File: src/rtl/pattern_sequencer.sv
// pattern_sequencer: 16-step tone pattern player for the tone path.
// Holds a register-based pattern store and starts playback on a
// synchronized nStart press. Each Step pulse advances one entry, and the
// run ends after a latched number of passes. Select/Play feed the audio
// generators and the output-channel gating.
module pattern_sequencer #(
  parameter  int STEPS  = 16,
  parameter  int TONES  = 12,
  parameter  int LOOP_W = 7,
  localparam int IW     = $clog2(STEPS)
) (
  input  logic              CLOCK_50,
  input  logic              nReset,
  input  logic              nStart,
  input  logic              Stop,
  input  logic              Step,
  input  logic [LOOP_W-1:0] Loops,
  input  logic [IW-1:0]     Last,
  input  logic              wr_en,
  input  logic [IW-1:0]     wr_addr,
  input  logic [TONES-1:0]  wr_data,
  output logic [TONES-1:0]  Select,
  output logic              Play,
  output logic [IW-1:0]     step_idx,
  output logic [LOOP_W-1:0] loop_cnt,
  output logic              Busy,
  output logic              Done
);

  typedef enum logic [1:0] {
    S_IDLE = 2'd0,
    S_ARM  = 2'd1,
    S_PLAY = 2'd2,
    S_DONE = 2'd3
  } state_t;

  state_t            state_q, state_d;
  logic              sync1_q, sync1_d;
  logic              sync2_q, sync2_d;
  logic              prev_q, prev_d;
  logic [LOOP_W-1:0] loops_lat_q, loops_lat_d;
  logic [IW-1:0]     last_lat_q, last_lat_d;
  logic [LOOP_W-1:0] loop_cnt_q, loop_cnt_d;
  logic [IW-1:0]     step_idx_q, step_idx_d;
  logic [TONES-1:0]  select_q, select_d;
  logic              play_q, play_d;
  logic              done_q, done_d;
  logic [TONES-1:0]  pattern_q [STEPS];
  logic [TONES-1:0]  pattern_d [STEPS];

  logic              start_s;
  logic [IW-1:0]     next_idx_s;
  logic [LOOP_W:0]   loop_nxt_s;
  logic [LOOP_W:0]   loops_ext_s;

  // Start is a falling edge of the synchronized button; extra bit on the loop
  // compare keeps Loops at its maximum from wrapping.
  assign start_s     = prev_q & ~sync2_q;
  assign next_idx_s  = step_idx_q + {{(IW-1){1'b0}}, 1'b1};
  assign loop_nxt_s  = {1'b0, loop_cnt_q} + {{LOOP_W{1'b0}}, 1'b1};
  assign loops_ext_s = {1'b0, loops_lat_q};

  // Pattern store next value: write port is live in every state.
  always_comb begin
    pattern_d = pattern_q;
    if (wr_en) begin
      pattern_d[wr_addr] = wr_data;
    end else begin
      pattern_d = pattern_q;
    end
  end

  // Synchronizer chain and edge register for the asynchronous button.
  always_comb begin
    sync1_d = nStart;
    sync2_d = sync1_q;
    prev_d  = sync2_q;
  end

  // FSM next-state and datapath; reads of pattern_q see pre-write values.
  always_comb begin
    state_d     = state_q;
    loops_lat_d = loops_lat_q;
    last_lat_d  = last_lat_q;
    loop_cnt_d  = loop_cnt_q;
    step_idx_d  = step_idx_q;
    select_d    = select_q;
    play_d      = play_q;
    done_d      = 1'b0;
    case (state_q)
      S_IDLE: begin
        play_d   = 1'b0;
        select_d = {TONES{1'b0}};
        if (start_s && (Loops != {LOOP_W{1'b0}})) begin
          loops_lat_d = Loops;
          last_lat_d  = Last;
          loop_cnt_d  = {LOOP_W{1'b0}};
          step_idx_d  = {IW{1'b0}};
          state_d     = S_ARM;
        end else begin
          state_d = S_IDLE;
        end
      end
      S_ARM: begin
        if (Stop) begin
          state_d    = S_IDLE;
          play_d     = 1'b0;
          select_d   = {TONES{1'b0}};
          step_idx_d = {IW{1'b0}};
        end else if (Step) begin
          select_d   = pattern_q[0];
          play_d     = 1'b1;
          step_idx_d = {IW{1'b0}};
          state_d    = S_PLAY;
        end else begin
          state_d = S_ARM;
        end
      end
      S_PLAY: begin
        if (Stop) begin
          state_d    = S_IDLE;
          play_d     = 1'b0;
          select_d   = {TONES{1'b0}};
          step_idx_d = {IW{1'b0}};
        end else if (Step) begin
          if (step_idx_q < last_lat_q) begin
            step_idx_d = next_idx_s;
            select_d   = pattern_q[next_idx_s];
          end else if (loop_nxt_s < loops_ext_s) begin
            loop_cnt_d = loop_nxt_s[LOOP_W-1:0];
            step_idx_d = {IW{1'b0}};
            select_d   = pattern_q[0];
          end else begin
            // Final step of the final pass: Done and Play fall together.
            state_d    = S_DONE;
            done_d     = 1'b1;
            play_d     = 1'b0;
            select_d   = {TONES{1'b0}};
            step_idx_d = {IW{1'b0}};
          end
        end else begin
          state_d = S_PLAY;
        end
      end
      S_DONE: begin
        state_d    = S_IDLE;
        play_d     = 1'b0;
        select_d   = {TONES{1'b0}};
        step_idx_d = {IW{1'b0}};
      end
      default: begin
        state_d    = S_IDLE;
        play_d     = 1'b0;
        select_d   = {TONES{1'b0}};
        step_idx_d = {IW{1'b0}};
      end
    endcase
  end

  // State, datapath and pattern registers; reset clears everything.
  always_ff @(posedge CLOCK_50 or negedge nReset) begin
    if (!nReset) begin
      state_q     <= S_IDLE;
      sync1_q     <= 1'b1;
      sync2_q     <= 1'b1;
      prev_q      <= 1'b1;
      loops_lat_q <= {LOOP_W{1'b0}};
      last_lat_q  <= {IW{1'b0}};
      loop_cnt_q  <= {LOOP_W{1'b0}};
      step_idx_q  <= {IW{1'b0}};
      select_q    <= {TONES{1'b0}};
      play_q      <= 1'b0;
      done_q      <= 1'b0;
      for (int i = 0; i < STEPS; i++) begin
        pattern_q[i] <= {TONES{1'b0}};
      end
    end else begin
      state_q     <= state_d;
      sync1_q     <= sync1_d;
      sync2_q     <= sync2_d;
      prev_q      <= prev_d;
      loops_lat_q <= loops_lat_d;
      last_lat_q  <= last_lat_d;
      loop_cnt_q  <= loop_cnt_d;
      step_idx_q  <= step_idx_d;
      select_q    <= select_d;
      play_q      <= play_d;
      done_q      <= done_d;
      for (int i = 0; i < STEPS; i++) begin
        pattern_q[i] <= pattern_d[i];
      end
    end
  end

  assign Select   = select_q;
  assign Play     = play_q;
  assign step_idx = step_idx_q;
  assign loop_cnt = loop_cnt_q;
  assign Done     = done_q;
  assign Busy     = (state_q == S_ARM) || (state_q == S_PLAY);

endmodule

File: config.mk
export PLATFORM = sky130hd
export DESIGN_NAME = pattern_sequencer
export DESIGN_NICKNAME = d
export VERILOG_FILES = /design/src/rtl/pattern_sequencer.sv
export SDC_FILE = /design/constraint.sdc
export NUM_CORES = 1
export LEC_CHECK = 0
export ABC_AREA = 1
export CAP_MARGIN = 20
export CORE_MARGIN = 2
export CORE_UTILIZATION = 35
export CTS_CLUSTER_DIAMETER = 200
export CTS_CLUSTER_SIZE = 14
export DETAILED_ROUTE_END_ITERATION = 6
export DONT_BUFFER_PORTS = 1
export SLEW_MARGIN = 30
export SYNTH_ARGS = -nofsm -noshare
export SYNTH_HDL_FRONTEND = slang
export SYNTH_SLANG_ARGS = --single-unit
File: constraint.sdc
create_clock -name CLOCK_50 -period 7.1 [get_ports CLOCK_50]
set_clock_uncertainty 0.1 [all_clocks]
set_input_delay 0.355 -clock CLOCK_50 [delete_from_list [all_inputs] [get_ports CLOCK_50]]
set_output_delay 0.355 -clock CLOCK_50 [all_outputs]
set_load 0.005 [all_outputs]
Word level (Yosys, flattened, before mapping)
Cells that the tools add are included.
Storage, ports and cells
  memories kept: 0
  bits in read-only memories: 0
  register bits: 233
  bits of input ports: 33
  word-level logic and storage cells: 111
  RAM bits: 0
  output and inout port bits: 26
  bits in latches: 0
Operators by class
  multiply operators: 0
  equality and inequality tests: 14
  shifts and indexed selects: 0
  divide/modulo/power cells: 0
  reductions and logical operators: 13
  muxes and demuxes: 46
  order comparisons: 5
  bitwise operators: 4
  $add $sub $neg: 2
Operators by type and width (count)
  $bwmux W192: 1
  $mux W12: 9
  $bmux W12 S4: 1
  $demux W12 S4: 1
  $pmux W12 S3: 1
  $mux W7: 5
  $mux W4: 6
  $pmux W4 S4: 1
  $pmux W7 S2: 1
  $mux W1: 12
  $mux W2: 6
  $ne A3 B3 Y1 const B: 4
  $ge A5 B5 Y1 const B: 2
  $ne A2 B2 Y1 const B: 5
  $not A4 Y5: 2
  $add A7 B1 Y8 const B: 1
  $lt A8 B7 Y1: 1
  $ne A4 B4 Y1 const B: 2
  $pmux W2 S4: 1
  $reduce_bool A7 Y1: 1
  $reduce_and A2 Y1: 3
  $reduce_and A6 Y1: 1
  $lt A5 B1 Y1 const B: 1
  $add A4 B1 Y4 const B: 1
  13 further kinds: 15

Logic depth before layout (Yosys ltp)
Gate-level depths: netlist (run 1).
  depth in word-level cells: 9
  gate-level depth with buffers: 16
  mapped depth without buffers: 16

Worst setup path after synthesis (run 1)
Ideal clock, no wire load.
  kind: register to register
  start point: register loop_cnt_q[0], in the netlist loop_cnt[0]
  end point: register loop_cnt_q[0], in the netlist loop_cnt[0]
  data required time: 6.882 ns
  buffers on the path: 0
  setup time: 0.118 ns
  arrival time: 2.138 ns
  setup slack: 4.744 ns
  period minus slack after synthesis: 2.356 ns
  stages on the path, launching flop included: 16
  cells stage by stage: dfrtp_1 > ha_1 > nand2_1 > inv_1 > nand4_1 > xor2_1 > inv_1 > ha_1 > inv_1 > o21bai_1 > nor2_1 > nand3_1 > nand2_1 > nand3_1 > nand2_1 > nand2_1
On the way
  word-level cells in the longest chain between the ends: 6
  elaborated cells between the ends (all ways): 9
  classes of those cells: add/sub (1); order compare (1); eq/ne (1); mux (5); reduce/logical (1)
RTL lines
  from (decl): RTL line 43  | logic [LOOP_W-1:0] loop_cnt_q, loop_cnt_d;
  from (signal assigned): RTL line 169  | loop_cnt_q <= {LOOP_W{1'b0}};
  from (signal assigned): RTL line 184  | loop_cnt_q <= loop_cnt_d;
  $add A7 B1 Y8 *: RTL line 60  | assign loop_nxt_s = {1'b0, loop_cnt_q} + {{LOOP_W{1'b0}}, 1'b1};
  branches (longest 5 deep; another with $lt A8 B7 Y1)
Every way passes the cells marked *. The select of a mux whose other input is x is not followed.
A chain may end at the register's enable or synchronous reset.

Worst setup path in the final report (run 1)
  start point: register step_idx_q[0], in the netlist step_idx[0]
  end point: register select_q[8], in the netlist Select[8]
On the way
  word-level cells in the longest chain between the ends: 9
  elaborated cells between the ends (all ways): 10
  classes of those cells: add/sub (1); order compare (1); mux (7); bitwise (1)
RTL lines
  from (decl): RTL line 44  | logic [IW-1:0] step_idx_q, step_idx_d;
  from (signal assigned): RTL line 170  | step_idx_q <= {IW{1'b0}};
  from (signal assigned): RTL line 185  | step_idx_q <= step_idx_d;
  $add A4 B1 Y4: RTL line 59  | assign next_idx_s = step_idx_q + {{(IW-1){1'b0}}, 1'b1};
  $not A4 Y5 (implied by the code): RTL line 128  | select_d = pattern_q[next_idx_s];
  $bmux W12 S4: RTL line 128
  $mux W12 (implied by the code) (2 in series): RTL line 128
  $mux W12 *: RTL line 126  | if (step_idx_q < last_lat_q) begin
  $mux W12 *: RTL line 125  | end else if (Step) begin
  $mux W12 *: RTL line 120  | if (Stop) begin
  $pmux W12 S3 *: RTL line 90  | case (state_q)
  to (signal assigned): RTL line 171  | select_q <= {TONES{1'b0}};
  to (signal assigned): RTL line 186  | select_q <= select_d;
  to (decl): RTL line 45  | logic [TONES-1:0] select_q, select_d;
Every way passes the cells marked *; elsewhere a longest branch is shown, timed or not. The select of a mux whose other input is x is not followed.

==> results of run 1 <==
stage by stage:
step	utilization	std cells	setup WS [ns]	hold WS [ns]	instance area, um^2
after global routing	0.386	1777	3.77	0.0770	12100
after global placement	0.361	1731	4.19	-0.0209	11300
after floorplan	-	1408	4.74	-0.0406	11100
after CTS	0.384	1776	4.13	0.0246	12100
after detailed placement	0.361	1731	4.17	-0.0209	11300
final	0.386	1777	4.04	0.0384	12100
cells in the final DEF, fill, tap and decap left out, drive strengths merged, types with 16 or more instances in the layout:
master / count
nand3: 197
inv: 82
dlygate4sd3: 16
nand2: 425
dfrtp: 230
clkbuf: 26
a21oi: 79
nor2: 82
o21ai: 173
where the power goes:
part	total, mW	internal [mW]	switching, mW
registers	1.71	1.58	0.134
logic	0.462	0.189	0.273
clock network	0.999	0.516	0.482
cell families after synthesis:
logic type,Yosys count,share of synthesized area
adders and majority gates,15,0.0169
buffers and inverters,175,0.0651
AOI/OAI and AO/OA,257,0.117
muxes,1,0.00101
and+or+nand+nor,722,0.271
xor gates and xnor gates,5,0.00394
DFF,233,0.524
metal layers:
metal	track usage	vias to the layer above
met4	0.0413	0
met2	0.307	197
met1	0.251	4391
li1	-	4506
met5	0	-
met3	0.0249	30
repair_timing:
| action | 4_1_cts | 5_1_grt |
|---|---|---|
| resized for setup | 0 | 0 |
| hold endpoints to repair | 249 | 0 |
| hold buffers | 17 | 0 |
flip-flops by register name (all words and copies together) (netlist names), 2 cells and up:
register / flops
step_idx: 4
state_q: 2
last_lat_q: 4
loops_lat_q: 7
Select: 12
loop_cnt: 7
pattern_q: 192
how the worst max path moves through the flow:
stage	end	slack, ns	cells after the start
global route	state_q[0]	3.77	14
CTS	state_q[0]	4.13	14
detailed placement	state_q[0]	4.17	15
floorplan	loop_cnt[0]	4.74	15
finish	Select[8]	4.04	12
global placement	state_q[0]	4.19	15
critical path: stages, from the launching register on:
cell      delay (ns)
dfrtp_4         0.52
ha_2            0.20
inv_1           0.05
nand2_1         0.04
nand2_1         0.05
buf_4           0.33
clkinv_1        0.85
nand3_1         0.27
nand3_1         0.19
nand2_1         0.10
nand2_1         0.07
nand3_1         0.09
a21oi_1         0.08
final cells by class:
class	instances	area, um^2	area share
flip-flops and latches	233	5840	0.482
multi-input cells	1000	4590	0.379
clock buffers	26	523	0.0432
well taps	402	503	0.0416
repair buffers	31	317	0.0261
inverters	83	314	0.0259
clock inverters	2	23.8	0.00196
==> flow_summary_export.csv, run 1 <==
group,metric,value,unit
cells_and_area,antenna_cells,0,
clocking,post_cts_buffers,0,
routing,num_vias,9124,
global_routing,grt_overflow_total,0,
floorplanning,die_area,33200,um^2
sta,finalCritPeriodShare,0.431,
worst_setup_path,rr_worst_depth,12,
global_routing,grt_max_degree,234,
sta,slew_violations,0,
synth,async_flop_share,1.00,
clocking,cts.sink_count,233,
global_routing,first_global_vias,8904,
worst_hold_path,hp-start,"Step",
synth,synth_top_area_frac,0.517,
synth,synth_warnings,0,
synth,syn_area_per_cell,7.90,um^2
synth,syn_inst,1408,
routing,post_drt_wl_per_cell,16.6,um
sta,fin_crit,3.06,ns
power_and_ir_drop,power,3.17,mW
floorplanning,die_h,182,um
synth,yosysMostFrequentCell,"nand2_1",
clocking,cts.path.max_buffers,3,
worst_setup_path,r2r_start,"step_idx[0]",
floorplanning,die_w,182,um
global_routing,grt_pass1_wl,49000,um
sta,setup_viol,0,
routing,drc,0,
global_routing,antenna_found_initial,0,
sta,rsz0062_at_grt,"false",
worst_hold_path,hold_class,"input port to register",
place,gp_congestion,0.804,
worst_setup_path,cp-start-kind,"register",
sta,fmax,327,MHz
floorplanning,coreArea,31400,um^2
cells_and_area,fillers,3271,
worst_setup_path,reg2reg_setup_slack,4.04,ns
synth,synth_flop_cell,"dfrtp_1",
worst_setup_path,crit_type,"register to register",
worst_setup_path,critPathArrivalTime,3.35,ns
floorplanning,rows,65,
clocking,clkLatencyLatePin,0.51,ns
routing,antenna_left,0,
routing,met3_length,1250,um
global_routing,grt_use_total,0.182,
synth,ys_top_cells_by_count,"nand2_1, dfrtp_1, nand3_1",
clocking,cts_tree,"yes",
routing,top_layer,"met4",
routing,drt_wl_total,29600,um
cells_and_area,nets,1417,
floorplanning,start_util,0.354,
sta,worst_slew_pin_slew,0.964,ns
place,dp_hpwl,18000,um
worst_hold_path,hold_end,"state_q[1]",
routing,m1WireLength,13600,um
clocking,cts_buffers,20,
sta,hold_viol_final,0,
synth,yosys.cell_types.count,30,
power_and_ir_drop,peakVddDrop,0.149,mV
clocking,htreeDepth,1,
power_and_ir_drop,p_leak,5.69,nW
synth,synth-seq-cells,233,
routing,detail_route.first_pass.iterations,5,
synth,synth_area_leaders,"dfrtp_1, nand2_1, nand3_1, o21ai_0, a21oi_1",
clocking,path_clk_slew,0.07,ns
synth,ys_seq_area_frac,0.524,
synth,synth_area,11100,um^2
floorplanning,ios,59,
sta,max_slew_margin,0.353,
worst_setup_path,cp.required,7.39,ns
clocking,cts_root_buffer,"clkbuf_16",
routing,routed_via_density,5.13,
worst_setup_path,crit_start,"step_idx[0]",
worst_setup_path,timing.rr.end,"Select[8]",
synth,synth_fp_nets,1456,
cells_and_area,drive_gt1_frac,0.0429,
cells_and_area,area_growth_syn_to_layout,8.81,%
routing,drtIter0Drc,617,
sta,tns,0,ns
run_status,outcome,"complete, no violations",
power_and_ir_drop,powerDensity,262,nW/um^2
synth,synth_edf_count,0,
worst_hold_path,whs_path_depth,4,
place,io_buffer_count,0,
synth,yosysTopAreaCell,"dfrtp_1",
routing,wl_met2,14200,um
run,cap_violations,0,
worst_setup_path,setup.worst_path.end_class,"register",
worst_setup_path,critPathMaxFanout,25,
(Power assumes the default switching activity.)
==> inputs of run 2 (changes only) <==
==> constraint.sdc (replaced) <==
create_clock -name CLOCK_50 -period 3 [get_ports CLOCK_50]
set_clock_uncertainty 0.1 [all_clocks]
set_input_delay 0.15 -clock CLOCK_50 [delete_from_list [all_inputs] [get_ports CLOCK_50]]
set_output_delay 0.15 -clock CLOCK_50 [all_outputs]
set_load 0.005 [all_outputs]
==> flow_summary_export.csv, run 2 (same netlist as run 1, synthesis figures left out) <==
group,metric,value,unit
run_status,outcome,"finished with violations",
run_status,violations,"negative hold slack",
run,cap_violations,0,
power_and_ir_drop,powerDensity,610,nW/um^2
worst_setup_path,cp.required,3.28,ns
place,pre_cts_ws,0.293,ns
global_routing,grt_overflow_total,0,
sta,fin_crit,2.65,ns
sta,whs,-0.741,ns
power_and_ir_drop,p_leak,5.76,nW
place,gp_congestion,0.831,
sta,setup_viol,0,
floorplanning,ios,59,
sta,worst_slew_pin_slew,0.893,ns
clocking,postCtsHoldBufs,28,
sta,slew_violations,0,
place,dpl_cell_area,11400,um^2
cells_and_area,area_growth_syn_to_layout,10.2,%
cells_and_area,antenna_cells,0,
worst_setup_path,critPathMaxFanout,15,
worst_setup_path,cp-start-kind,"register",
sta,layout_setup_ws,0.355,ns
clocking,cts_root_buffer,"clkbuf_16",
cells_and_area,drive_gt1_frac,0.0481,
routing,antenna_left,0,
global_routing,grt_pass1_wl,47700,um
routing,drtIter0Drc,758,
clocking,cts_buffers,20,
power_and_ir_drop,power,7.48,mW
sta,tns,0,ns
worst_setup_path,critPathArrivalTime,2.92,ns
power_and_ir_drop,peakVddDrop,0.310,mV
cells_and_area,nets,1433,
routing,drt_wl_total,28500,um
routing,detail_route.first_pass.iterations,7,
floorplanning,die_area,33200,um^2
routing,post_drt_wl_per_cell,15.9,um
clocking,cts.path.max_buffers,3,
global_routing,grt_use_total,0.175,
cells_and_area,mostFrequentLayoutCells,"nand2_1, dfrtp_1, nand3_1, o21ai_0, nor2_1",
routing,routed_via_density,5.06,
sta,fmax,378,MHz
worst_hold_path,hold_class,"input port to async pin",
sta,rsz0062_at_grt,"false",
clocking,clkLatencyLatePin,0.49,ns
place,io_buffer_count,0,
sta,max_slew_margin,0.403,
floorplanning,coreArea,31400,um^2
clocking,cts.sink_count,233,
floorplanning,rows,65,
routing,num_vias,9086,
clocking,post_cts_buffers,0,
global_routing,first_global_vias,8875,
global_routing,grt_max_degree,234,
clocking,htreeDepth,1,
cells_and_area,fillers,3242,
global_routing,antenna_found_initial,0,
sta,finalCritPeriodShare,0.882,
cells_and_area,largest_register,"pattern_q",
cells_and_area,largest_reg_flops,192,
floorplanning,die_w,182,um
place,dp_hpwl,17700,um
floorplanning,die_h,182,um
cells_and_area,postLayoutCellArea,12300,um^2
worst_setup_path,crit_type,"register to register",
floorplanning,start_util,0.354,
clocking,cts_tree,"yes",
cells_and_area,mostFrequentLayoutCell,"nand2_1",
sta,hold_viol_final,233,
clocking,path_clk_slew,0.07,ns
routing,drc,0,
worst_setup_path,setup.worst_path.end_class,"register",
## run 2: final timing paths
check                                 start            end  slack [ns]  cells past startpoint
worst max-delay path            loop_cnt[0]     state_q[1]        0.35                     16
worst min-delay path                 nReset  pattern_q[38]       -0.74                      0
worst max register to register  loop_cnt[0]     state_q[1]        0.35                     16
worst min register to register      sync1_q         prev_d        0.26                      0
max in group asynchronous            nReset        sync1_q        3.19                      0
min in group CLOCK_50            wr_data[2]  pattern_q[26]        0.01                      2
## run 2: repair_timing
action	4_1_cts	5_1_grt
hold endpoints to repair	317	233
gates resized for setup	0	3
setup endpoints to repair	0	8
## run 2: critical path, stage by stage, from the launching register on
cell and delay [ns]:
dfrtp_2 0.45, ha_1 0.23, nand2_1 0.09, inv_1 0.07, nand4_1 0.09, xor2_1 0.20
inv_1 0.09, ha_1 0.29, inv_1 0.06, o21bai_1 0.07, nor2_1 0.13, nand2_1 0.07
nand2_1 0.05, buf_4 0.22, nand3_1 0.15, nand2_1 0.08, o21ai_0 0.08
## run 2: power breakdown
part           leakage [nW]  internal [mW]  switching, mW
clock network         0.267           1.27           1.12
logic                  2.59          0.456          0.582
registers              2.91           3.73          0.316
total                  5.76           5.46           2.02
## run 2: area by class of cell
cell class | instances | area (um^2) | share of cell area
clock inverters | 1 | 7.51 | 0.000612
flip-flops and latches | 233 | 5840 | 0.476
clock buffers | 28 | 552 | 0.0450
well taps | 402 | 503 | 0.0410
repair buffers | 47 | 448 | 0.0365
multi-input cells | 1000 | 4600 | 0.375
inverters | 83 | 314 | 0.0256
## run 2: layer usage
| metal | part of all wire | track usage | vias up |
|---|---|---|---|
| met2 | 0.47 | 0.291 | 173 |
| met5 | 0 | 0 | - |
| met3 | 0.046 | 0.0303 | 28 |
| met4 | 0.015 | 0.0358 | 0 |
| li1 | - | - | 4551 |
| met1 | 0.47 | 0.243 | 4334 |
## run 2: through the flow
step	instances	util
final	1794	0.391
after global routing	1794	0.391
after CTS	1794	0.390
after detailed placement	1737	0.363
after global placement	1737	0.363
after floorplan	1408	-
==> inputs of run 3 (changes only) <==
--- a/config.mk
+++ b/config.mk
@@ -6,13 +6,13 @@
 export NUM_CORES = 1
 export LEC_CHECK = 0
 export ABC_AREA = 1
+export BUFFER_PORTS_ARGS = -buffer_cell sky130_fd_sc_hd__buf_2
 export CAP_MARGIN = 20
 export CORE_MARGIN = 2
 export CORE_UTILIZATION = 35
 export CTS_CLUSTER_DIAMETER = 200
 export CTS_CLUSTER_SIZE = 14
 export DETAILED_ROUTE_END_ITERATION = 6
-export DONT_BUFFER_PORTS = 1
 export SLEW_MARGIN = 30
 export SYNTH_ARGS = -nofsm -noshare
 export SYNTH_HDL_FRONTEND = slang
==> flow_summary_export.csv, run 3 (same netlist as run 1, synthesis figures left out) <==
group,metric,value,unit
cells_and_area,largest_register,"pattern_q",
cells_and_area,area_growth_syn_to_layout,12.4,%
floorplanning,rows,65,
clocking,cts.path.max_buffers,3,
run,cap_violations,0,
clocking,cts_resized,0,
power_and_ir_drop,powerDensity,606,nW/um^2
routing,routed_via_density,5.06,
sta,tns,0,ns
global_routing,grt_max_degree,79,
sta,rsz0062_at_grt,"false",
worst_setup_path,reg2reg_setup_slack,0.33,ns
sta,setup_viol,0,
global_routing,grt_use_total,0.180,
floorplanning,die_w,182,um
global_routing,grt_overflow_total,0,
clocking,htreeDepth,1,
floorplanning,start_util,0.354,
routing,detail_route.first_pass.iterations,5,
cells_and_area,mostFrequentLayoutCells,"nand2_1, dfrtp_1, nand3_1, o21ai_0, nor2_1",
routing,num_vias,9342,
cells_and_area,antenna_cells,0,
place,gp_congestion,0.839,
sta,fin_crit,2.67,ns
worst_hold_path,whs_path_depth,3,
sta,slew_violations,0,
worst_setup_path,setup.worst_path.end_class,"register",
global_routing,antenna_found_initial,0,
floorplanning,ios,59,
power_and_ir_drop,p_leak,6.03,nW
cells_and_area,mostFrequentLayoutCell,"nand2_1",
sta,finalCritPeriodShare,0.889,
clocking,cts_root_buffer,"clkbuf_16",
routing,drt_wl_total,29400,um
global_routing,grt_pass1_wl,48700,um
sta,hold_viol_final,0,
sta,worst_slew_pin_slew,0.854,ns
worst_setup_path,rr_worst_depth,15,
floorplanning,die_h,182,um
global_routing,first_global_vias,9181,
clocking,cts_buffers,20,
sta,max_slew_margin,0.429,
routing,drc,0,
routing,post_drt_wl_per_cell,15.9,um
place,io_buffer_count,58,
worst_setup_path,cp.required,3.30,ns
floorplanning,die_area,33200,um^2
routing,drtIter0Drc,738,
worst_setup_path,cp-start-kind,"register",
worst_setup_path,crit_type,"register to register",
clocking,cts.sink_count,233,
power_and_ir_drop,peakVddDrop,0.388,mV
clocking,path_clk_slew,0.07,ns
worst_setup_path,critPathArrivalTime,2.96,ns
worst_setup_path,critPathMaxFanout,8,
routing,antenna_left,0,
run_status,outcome,"complete, no violations",
sta,fmax,375,MHz
cells_and_area,largest_reg_flops,192,
floorplanning,coreArea,31400,um^2
cells_and_area,fillers,3211,
clocking,clkLatencyLatePin,0.51,ns
cells_and_area,nets,1486,
place,pre_cts_ws,0.388,ns
worst_hold_path,hold_class,"input port to register",
sta,layout_setup_ws,0.334,ns
place,dp_hpwl,18500,um
cells_and_area,drive_gt1_frac,0.0866,
clocking,cts_tree,"yes",
[run 3: changes by cell type in the layout (fill, tap and decap cells not counted), sizes merged]
| cell | before | now |
|---|---|---|
| buf | 19 | 84 |
| dlygate4sd3 | 28 | 16 |
| clkbuf | 28 | 27 |
[run 3: metal layers]
layer | track usage | wire, um
met1 | 0.246 | 13700
met4 | 0.0371 | 512
met5 | 0 | 0
met2 | 0.308 | 14000
met3 | 0.0220 | 1190
[run 3: cell type report]
type	instances	area, um^2	area share
sequential	233	5840	0.467
multi-input combinational	1000	4570	0.366
timing repair buffer	100	718	0.0574
clock buffer	27	548	0.0438
tap	402	503	0.0402
inverter	83	314	0.0251
clock inverter	1	7.51	0.000600
[run 3: metrics by stage]
stage               cells  utilization  hold WS [ns]  power, mW  cell area, um^2
floorplan            1408            -        -0.246       4.86            11100
global placement     1802        0.375        0.0249       5.17            11800
detailed placement   1802        0.375        0.0178       5.22            11800
CTS                  1846        0.398        0.0662       7.65            12500
global route         1846        0.398         0.101       8.06            12500
finish               1846        0.398        0.0599       7.57            12500
[run 3: worst paths after layout]
kind                             start              to
min                         wr_data[4]  pattern_q[112]
max in group asynchronous       nReset  pattern_q[104]
min reg2reg                    sync1_q          prev_d
min in group asynchronous       nReset   pattern_q[74]
max                        loop_cnt[0]     loop_cnt[5]
max reg2reg                loop_cnt[0]     loop_cnt[5]
[run 3: what timing repair did]
action / CTS / global route
hold endpoints to repair: 208 / 0
buffers inserted: 0 / 0
hold buffers: 16 / 0
[run 3: report_power, final]
group          total [mW]  leakage (nW)  internal, mW  switching (mW)
Combinational        1.13          2.85         0.472           0.659
Clock                2.40         0.266          1.27            1.14
Sequential           4.04          2.91          3.73           0.308
[run 3: critical path, cell delays in order, from the launching register on]
cell      delay [ns]
dfrtp_1         0.43
ha_1            0.20
nand2_1         0.07
inv_1           0.11
nand4_1         0.10
xor2_1          0.21
inv_1           0.07
ha_1            0.28
inv_1           0.06
o21bai_1        0.07
nor2_1          0.12
nand3_1         0.09
nand2_1         0.20
nand3_1         0.25
nand2_1         0.14
nand2_1         0.06
